### config.mk
export PLATFORM = sky130hd
export DESIGN_NAME = mul_seq
export DESIGN_NICKNAME = d
export VERILOG_FILES = /design/src/rtl/mul_seq.sv
export SDC_FILE = /design/constraint.sdc
export NUM_CORES = 1
export LEC_CHECK = 0
export BUFFER_PORTS_ARGS = -buffer_cell sky130_fd_sc_hd__buf_4
export CAP_MARGIN = 20
export CORE_UTILIZATION = 30
export CTS_CLUSTER_DIAMETER = 60
export DETAILED_ROUTE_END_ITERATION = 6
export PLACE_DENSITY_LB_ADDON = 0.08
export SETUP_SLACK_MARGIN = 0.5
export SLEW_MARGIN = 5
export SYNTH_ARGS = -nofsm -noshare
export SYNTH_HDL_FRONTEND = slang
export SYNTH_SLANG_ARGS = --single-unit
### constraint.sdc
create_clock -name clk -period 3.2 [get_ports clk]
set_clock_uncertainty 0.15 [all_clocks]
set_input_delay 0.32 -clock clk [delete_from_list [all_inputs] [get_ports clk]]
set_output_delay 0.32 -clock clk [all_outputs]
set_load 0.05 [all_outputs]
### src/rtl/mul_seq.sv
// mul_seq: sequential shift-and-add multiply-accumulate.
//   out = in1 * in2 + in3. This regenerates a dividend from a divider's
//   quotient, divisor and remainder. The block handles one multiplier bit per
//   clock, so it spends width RUN cycles and then one DONE cycle.
//
// Ports:
//   clk    rising-edge clock
//   rst    asynchronous, active-high reset
//   start  request. It is sampled only in IDLE.
//   in1    multiplicand (quotient)
//   in2    multiplier (divisor)
//   in3    addend (remainder), zero-extended
//   busy   high in RUN and DONE
//   done   one-cycle pulse that marks out/ovf as valid
//   out    2*width-bit result
//   ovf    set when the result does not fit in width bits
module mul_seq #(
    parameter int width = 6
) (
    input  logic               clk,
    input  logic               rst,
    input  logic               start,
    input  logic [width-1:0]   in1,
    input  logic [width-1:0]   in2,
    input  logic [width-1:0]   in3,
    output logic               busy,
    output logic               done,
    output logic [2*width-1:0] out,
    output logic               ovf
);

    localparam int CNT_W = $clog2(width + 1);
    localparam logic [CNT_W-1:0] CNT_LAST = CNT_W'(width - 1);

    typedef enum logic [1:0] {
        IDLE = 2'd0,
        RUN  = 2'd1,
        DONE = 2'd2
    } state_t;

    state_t               state_q, state_d;
    logic [2*width-1:0]   acc_q, acc_d;
    logic [2*width-1:0]   mcand_q, mcand_d;
    logic [width-1:0]     mplier_q, mplier_d;
    logic [CNT_W-1:0]     cnt_q, cnt_d;
    logic [2*width-1:0]   out_q, out_d;
    logic                 ovf_q, ovf_d;
    logic [2*width-1:0]   acc_sum;

    // The largest value, (2^w-1)^2 + (2^w-1), is below 2^(2w), so this
    // sum never wraps.
    assign acc_sum = acc_q + (mplier_q[0] ? mcand_q : '0);

    always_comb begin
        state_d  = state_q;
        acc_d    = acc_q;
        mcand_d  = mcand_q;
        mplier_d = mplier_q;
        cnt_d    = cnt_q;
        out_d    = out_q;
        ovf_d    = ovf_q;
        unique case (state_q)
            IDLE: begin
                if (start) begin
                    acc_d    = {{width{1'b0}}, in3};
                    mcand_d  = {{width{1'b0}}, in1};
                    mplier_d = in2;
                    cnt_d    = '0;
                    state_d  = RUN;
                end
            end
            RUN: begin
                acc_d    = acc_sum;
                mcand_d  = mcand_q << 1;
                mplier_d = mplier_q >> 1;
                cnt_d    = cnt_q + CNT_W'(1);
                // The last multiplier bit is being consumed, so publish the
                // result straight from the adder.
                if (cnt_q == CNT_LAST) begin
                    out_d   = acc_sum;
                    ovf_d   = |acc_sum[2*width-1:width];
                    state_d = DONE;
                end
            end
            DONE: begin
                state_d = IDLE;
            end
            default: begin
                state_d = IDLE;
            end
        endcase
    end

    always_ff @(posedge clk or posedge rst) begin
        if (rst) begin
            state_q  <= IDLE;
            acc_q    <= '0;
            mcand_q  <= '0;
            mplier_q <= '0;
            cnt_q    <= '0;
            out_q    <= '0;
            ovf_q    <= 1'b0;
        end else begin
            state_q  <= state_d;
            acc_q    <= acc_d;
            mcand_q  <= mcand_d;
            mplier_q <= mplier_d;
            cnt_q    <= cnt_d;
            out_q    <= out_d;
            ovf_q    <= ovf_d;
        end
    end

    // busy and done are Moore outputs. They are decoded from the registered
    // state only.
    assign busy = (state_q != IDLE);
    assign done = (state_q == DONE);
    assign out  = out_q;
    assign ovf  = ovf_q;

endmodule

After elaboration in Yosys (flattened, before gate mapping)
Index checks and enable logic that the tools add are counted.

Register bits: 48. Bits of input ports: 21. Output and inout bits: 15. Logic and storage cells: 33.

Add/subtract/negate cells: 2. Equal/unequal tests: 5. Muxes and demuxes: 12. Reduce and logical (&&, ||, !) cells: 7.

Operators by type and width (count): 12-bit one-hot mux with 2 select lines (2); 12-bit 2-to-1 mux (3); 12-bit adder (1); 6-bit one-hot mux with 2 select lines (1); 6-bit 2-to-1 mux (1); 3-bit one-hot mux with 2 select lines (1); 2-bit AND reduction (3); 6-bit OR reduction (1); 2-bit 2-to-1 mux (2); 2-bit inequality test (second input constant) (2); 2-bit one-hot mux with 2 select lines (1); 2-bit nonzero test (2); 3-bit by 1-bit adder with 3-bit output (second input constant) (1); 3-bit == test (second input constant) (1); 3-bit 2-to-1 mux (1); 2-bit by 1-bit == test with 1-bit output (second input constant) (1); 2-bit == test (second input constant) (1); 2-bit zero test (1).

Depth between registers and ports, before layout
Depth after elaboration: 3. Depth in mapped cells: 10. Gate-level depth less buffers: 9.

Least setup slack after synthesis
OpenSTA, ideal clock, no wires.

Kind: reg2reg. From: reg mplier_q[0]. To: reg ovf_q, in the netlist ovf. Setup time: 0.124 ns. Data arrival time: 2.390 ns. Data required time: 2.926 ns. Slack: 0.536 ns. Cell stages (with the launch flop): 10. Buffers on the path: 1. Period minus slack after synthesis: 2.664 ns. Cell sequence: dfrtp_1 > clkbuf_1 > and2_1 > ha_1 > fa_1 > a211oi_1 > o21ai_0 > o41ai_1 > nand4_1 > o31a_1.

Word-level cells in the longest chain between the ends: 3.

RTL lines: from (decl) (RTL line 44) `logic [width-1:0] mplier_q, mplier_d;`; from (signal assigned) (RTL line 107) `mplier_q <= mplier_d;`; 12-bit 2-to-1 mux (RTL line 52) `assign acc_sum = acc_q + (mplier_q[0] ? mcand_q : '0);`; 12-bit adder (RTL line 52); 6-bit OR reduction (RTL line 81) `ovf_d = |acc_sum[2*width-1:width];`; to (signal assigned) (RTL line 110) `ovf_q <= ovf_d;`; to (decl) (RTL line 47) `logic ovf_q, ovf_d;`.

No other way between the ends. A chain may end at the register's enable or synchronous reset.

Final worst setup path
Same ends and word-level chain as after synthesis.

==> impl_metrics.tcl <==
set metrics [dict create \
    timing.fmax_mhz 387 \
    start_kind "flip-flop" \
    syn-cell-area_um2 2740 \
    critPathLaunch "mplier_q[0]$_DFFE_PP0P_" \
    fin_crit_ns 2.58 \
    worst_pin_slew_ns 0.615 \
    cp.required_ns 3.25 \
    synth_edf_count 0 \
    synth_area_leaders "dfrtp_1, ha_1, nand2_1, o21ai_0, a21oi_1" \
    first_pass_iters 4 \
    path_cells "buf_4, and2_1, ha_1, a21o_1, a21oi_4, nand2_2, a221oi_2, xnor2_2, o31a_1" \
    final_antenna_net_count 0 \
    timing.final.crit_share 0.807 \
    fin_nets 363 \
    p_sw_frac 0.460 \
    clk_latency_ns 0.32 \
    numPortBuffers 35 \
    fill_cells 893 \
    critPathSlowestCell "dfrtp_1" \
    synth_cell_types 54 \
    yosysSeqAreaShare 0.439 \
    synth.top_cells.by_count "dfrtp_1, nand2_1, o21ai_0" \
    r2r-start "mplier_q[0]$_DFFE_PP0P_" \
    num_vias 2201 \
    p_comb_frac 0.520 \
    ctsRootBufferMaster "clkbuf_8" \
    grt_pass1_wl_mm 11.0 \
    async_flop_share 1.00 \
    die_x_um 97.5 \
    ys_warn_count 0 \
    dp.cells 424 \
    cts_tree "done" \
    dr.first_iter.drc_count 85 \
    wl_mm 6.59 \
    area_delta_synth_final_pct 19.7 \
    seq_power_share 0.350 \
    htree_num_levels 2 \
    yosys.area.top_type "dfrtp_1" \
    outcome "complete, no violations" \
    wl_per_cell_um 15.1 \
    synth_top_area_share 0.439 \
    antenna_found_initial 0 \
    slew_violations 0 \
    fin_tns_setup_ns 0 \
    max_stage_delay_ns 0.40 \
    max-vdd-ir-drop_uv 377 \
    gp_congestion 0.733 \
    critical_path_arrival_ns 2.63 \
    p_int_uw 1610 \
    clkPwrFrac 0.130 \
    r2r_slack_ns 0.62 \
    drcViolationCount 0 \
    critPathCaptureType "flip-flop" \
    ctsLongestPathBuffers 2 \
    track_usage 0.145 \
    multi_input_area_um2 1480 \
    drive_above_1_share 0.219 \
    grt-ovfl-total 0 \
    ys_dominant_reg_cell "dfrtp_1" \
    grt_pass1_vias 2198 \
    initial_core_util 0.312 \
    finalSetupViolations 0 \
    min-delay-start "in1[0]" \
    power_density_nw_per_um2 911 \
    synth_most_common_cell "dfrtp_1" \
    num_rows 34 \
    max_cap_violations 0 \
    cts_sinks 48 \
    dieArea_um2 9500 \
    synth-seq-cells 48 \
    avgViaCountPerCell 5.04 \
    final_cells 437 \
    syn_nets 330 \
    diodes 0 \
    cts-buffers-inserted 5 \
    path_max_fanout 12 \
    core-area_um2 8760 \
    die_height_um 97.5 \
    grt_max_degree 49 \
    setup.worst_path.class "reg2reg" \
    syn_avg_cell_area_um2 9.27 \
    rsz0062_at_grt "true" \
    hold_path.class "in2reg" \
    p_leak_uw 0.00147 \
    seq_area_um2 1200 \
    io_pins 36 \
    synth_cells 295 \
    dpl.hpwl_mm 4.63 \
    relSlewSlack 0.590 \
    hold_viol_final 0 \
    p_switching_uw 1370 \
    clkTransAtPathRegs_ns 0.11 \
]
## critical path, delay by kind of cell, from the launching register on
kind,cells,cell delay [ns]
xor+xnor,1,0.14
buf+inv,1,0.17
compound gates,4,1.01
flops,1,0.40
simple gates,2,0.25
fa+ha+maj,1,0.34
## power groups by stage
stage,sequential [uW],clock (uW),combinational [uW]
6_report,1040,386,1550
3_5_place_dp,1050,0,1510
3_3_place_gp,1050,0,1500
4_1_cts,1040,396,1510
5_1_grt,1080,418,1720
2_1_floorplan,1230,0,916
## state kept, by name (all words and copies together) (netlist names)
register / cells
ovf: 1
acc_q: 12
out: 12
cnt_q: 3
state_q: 2
mcand_q: 12
mplier_q: 6
## layout by cell type (no fill, tap or decap), types with 2 or more instances in the layout
| master | count |
|---|---|
| or2_2 | 2 |
| dfrtp_1 | 48 |
| a21o_1 | 3 |
| ha_2 | 2 |
| ha_1 | 10 |
| o211ai_1 | 2 |
| clkinvlp_4 | 2 |
| nor3_1 | 5 |
| nand2b_1 | 2 |
| xor2_1 | 4 |
| nand2_1 | 43 |
| o22a_1 | 2 |
| mux2_2 | 3 |
| a21oi_1 | 21 |
| and2_1 | 13 |
| nand4_1 | 4 |
| xnor2_1 | 3 |
| o211a_1 | 2 |
| nor3b_1 | 12 |
| buf_4 | 42 |
| nand3_1 | 3 |
| inv_1 | 3 |
| nor2b_1 | 4 |
| clkbuf_8 | 5 |
| o21ai_0 | 28 |
| nor2_1 | 15 |
| a211oi_1 | 3 |
| a22o_1 | 9 |
## stage by stage
stage / total power [uW] / instance area [um^2] / worst slack [ns] / hold WS [ns] / util
finish: 2980 / 3270 / 0.616 / 0.0996 / 0.374
global placement: 2550 / 3090 / 0.450 / 0.313 / 0.352
global route: 3220 / 3270 / 0.462 / 0.122 / 0.374
CTS: 2950 / 3180 / 0.549 / 0.0906 / 0.363
floorplan: 2150 / 2740 / 0.536 / 0.300 / -
detailed placement: 2560 / 3090 / 0.435 / 0.316 / 0.352
## repair_timing
| item | 4_1_cts | 5_1_grt |
|---|---|---|
| hold endpoints to repair | 0 | 23 |
| setup buffers | 0 | 3 |
| hold buffers | 0 | 1 |
| setup endpoints to repair | 1 | 5 |
| gates resized for setup | 2 | 8 |
| pin swaps | 0 | 2 |
## layout make-up
type,instances,area share
Clock buffer,5,0.0210
Clock inverter,3,0.00726
Inverter,5,0.00573
Multi-Input combinational cell,224,0.452
Sequential cell,48,0.367
Tap cell,108,0.0413
Timing Repair Buffer,44,0.105
## logic make-up after synthesis
kind of cell / count (synthesis) / share of synthesized area
DFF: 48 / 0.439
AOI/OAI and AO/OA: 86 / 0.207
muxes: 4 / 0.0160
buffers and inverters: 23 / 0.0352
and+or+nand+nor: 112 / 0.210
adders and majority gates: 14 / 0.0668
xor gates and xnor gates: 8 / 0.0256
## layer usage
metal | part of all wire | vias to the layer above | global-route usage | wire [um]
met5 | 0 | - | 0 | 0
met4 | 0.011 | 0 | 0.0407 | 70
met3 | 0.020 | 5 | 0.0259 | 133
met2 | 0.44 | 25 | 0.216 | 2880
met1 | 0.53 | 1062 | 0.215 | 3510
li1 | - | 1109 | - | -
## worst paths after layout
kind | cells past startpoint | to
max in group asynchronous | 4 | acc_q[6]$_DFFE_PP0P_
worst max register to register | 9 | ovf$_DFFE_PP0P_
worst max-delay path | 9 | ovf$_DFFE_PP0P_
min in group asynchronous | 3 | mcand_q[10]$_DFFE_PP0P_
worst min-delay path | 3 | mcand_q[0]$_DFFE_PP0P_
worst min register to register | 2 | out[1]$_DFFE_PP0P_
Note: power is estimated with default switching activity, not from simulation.
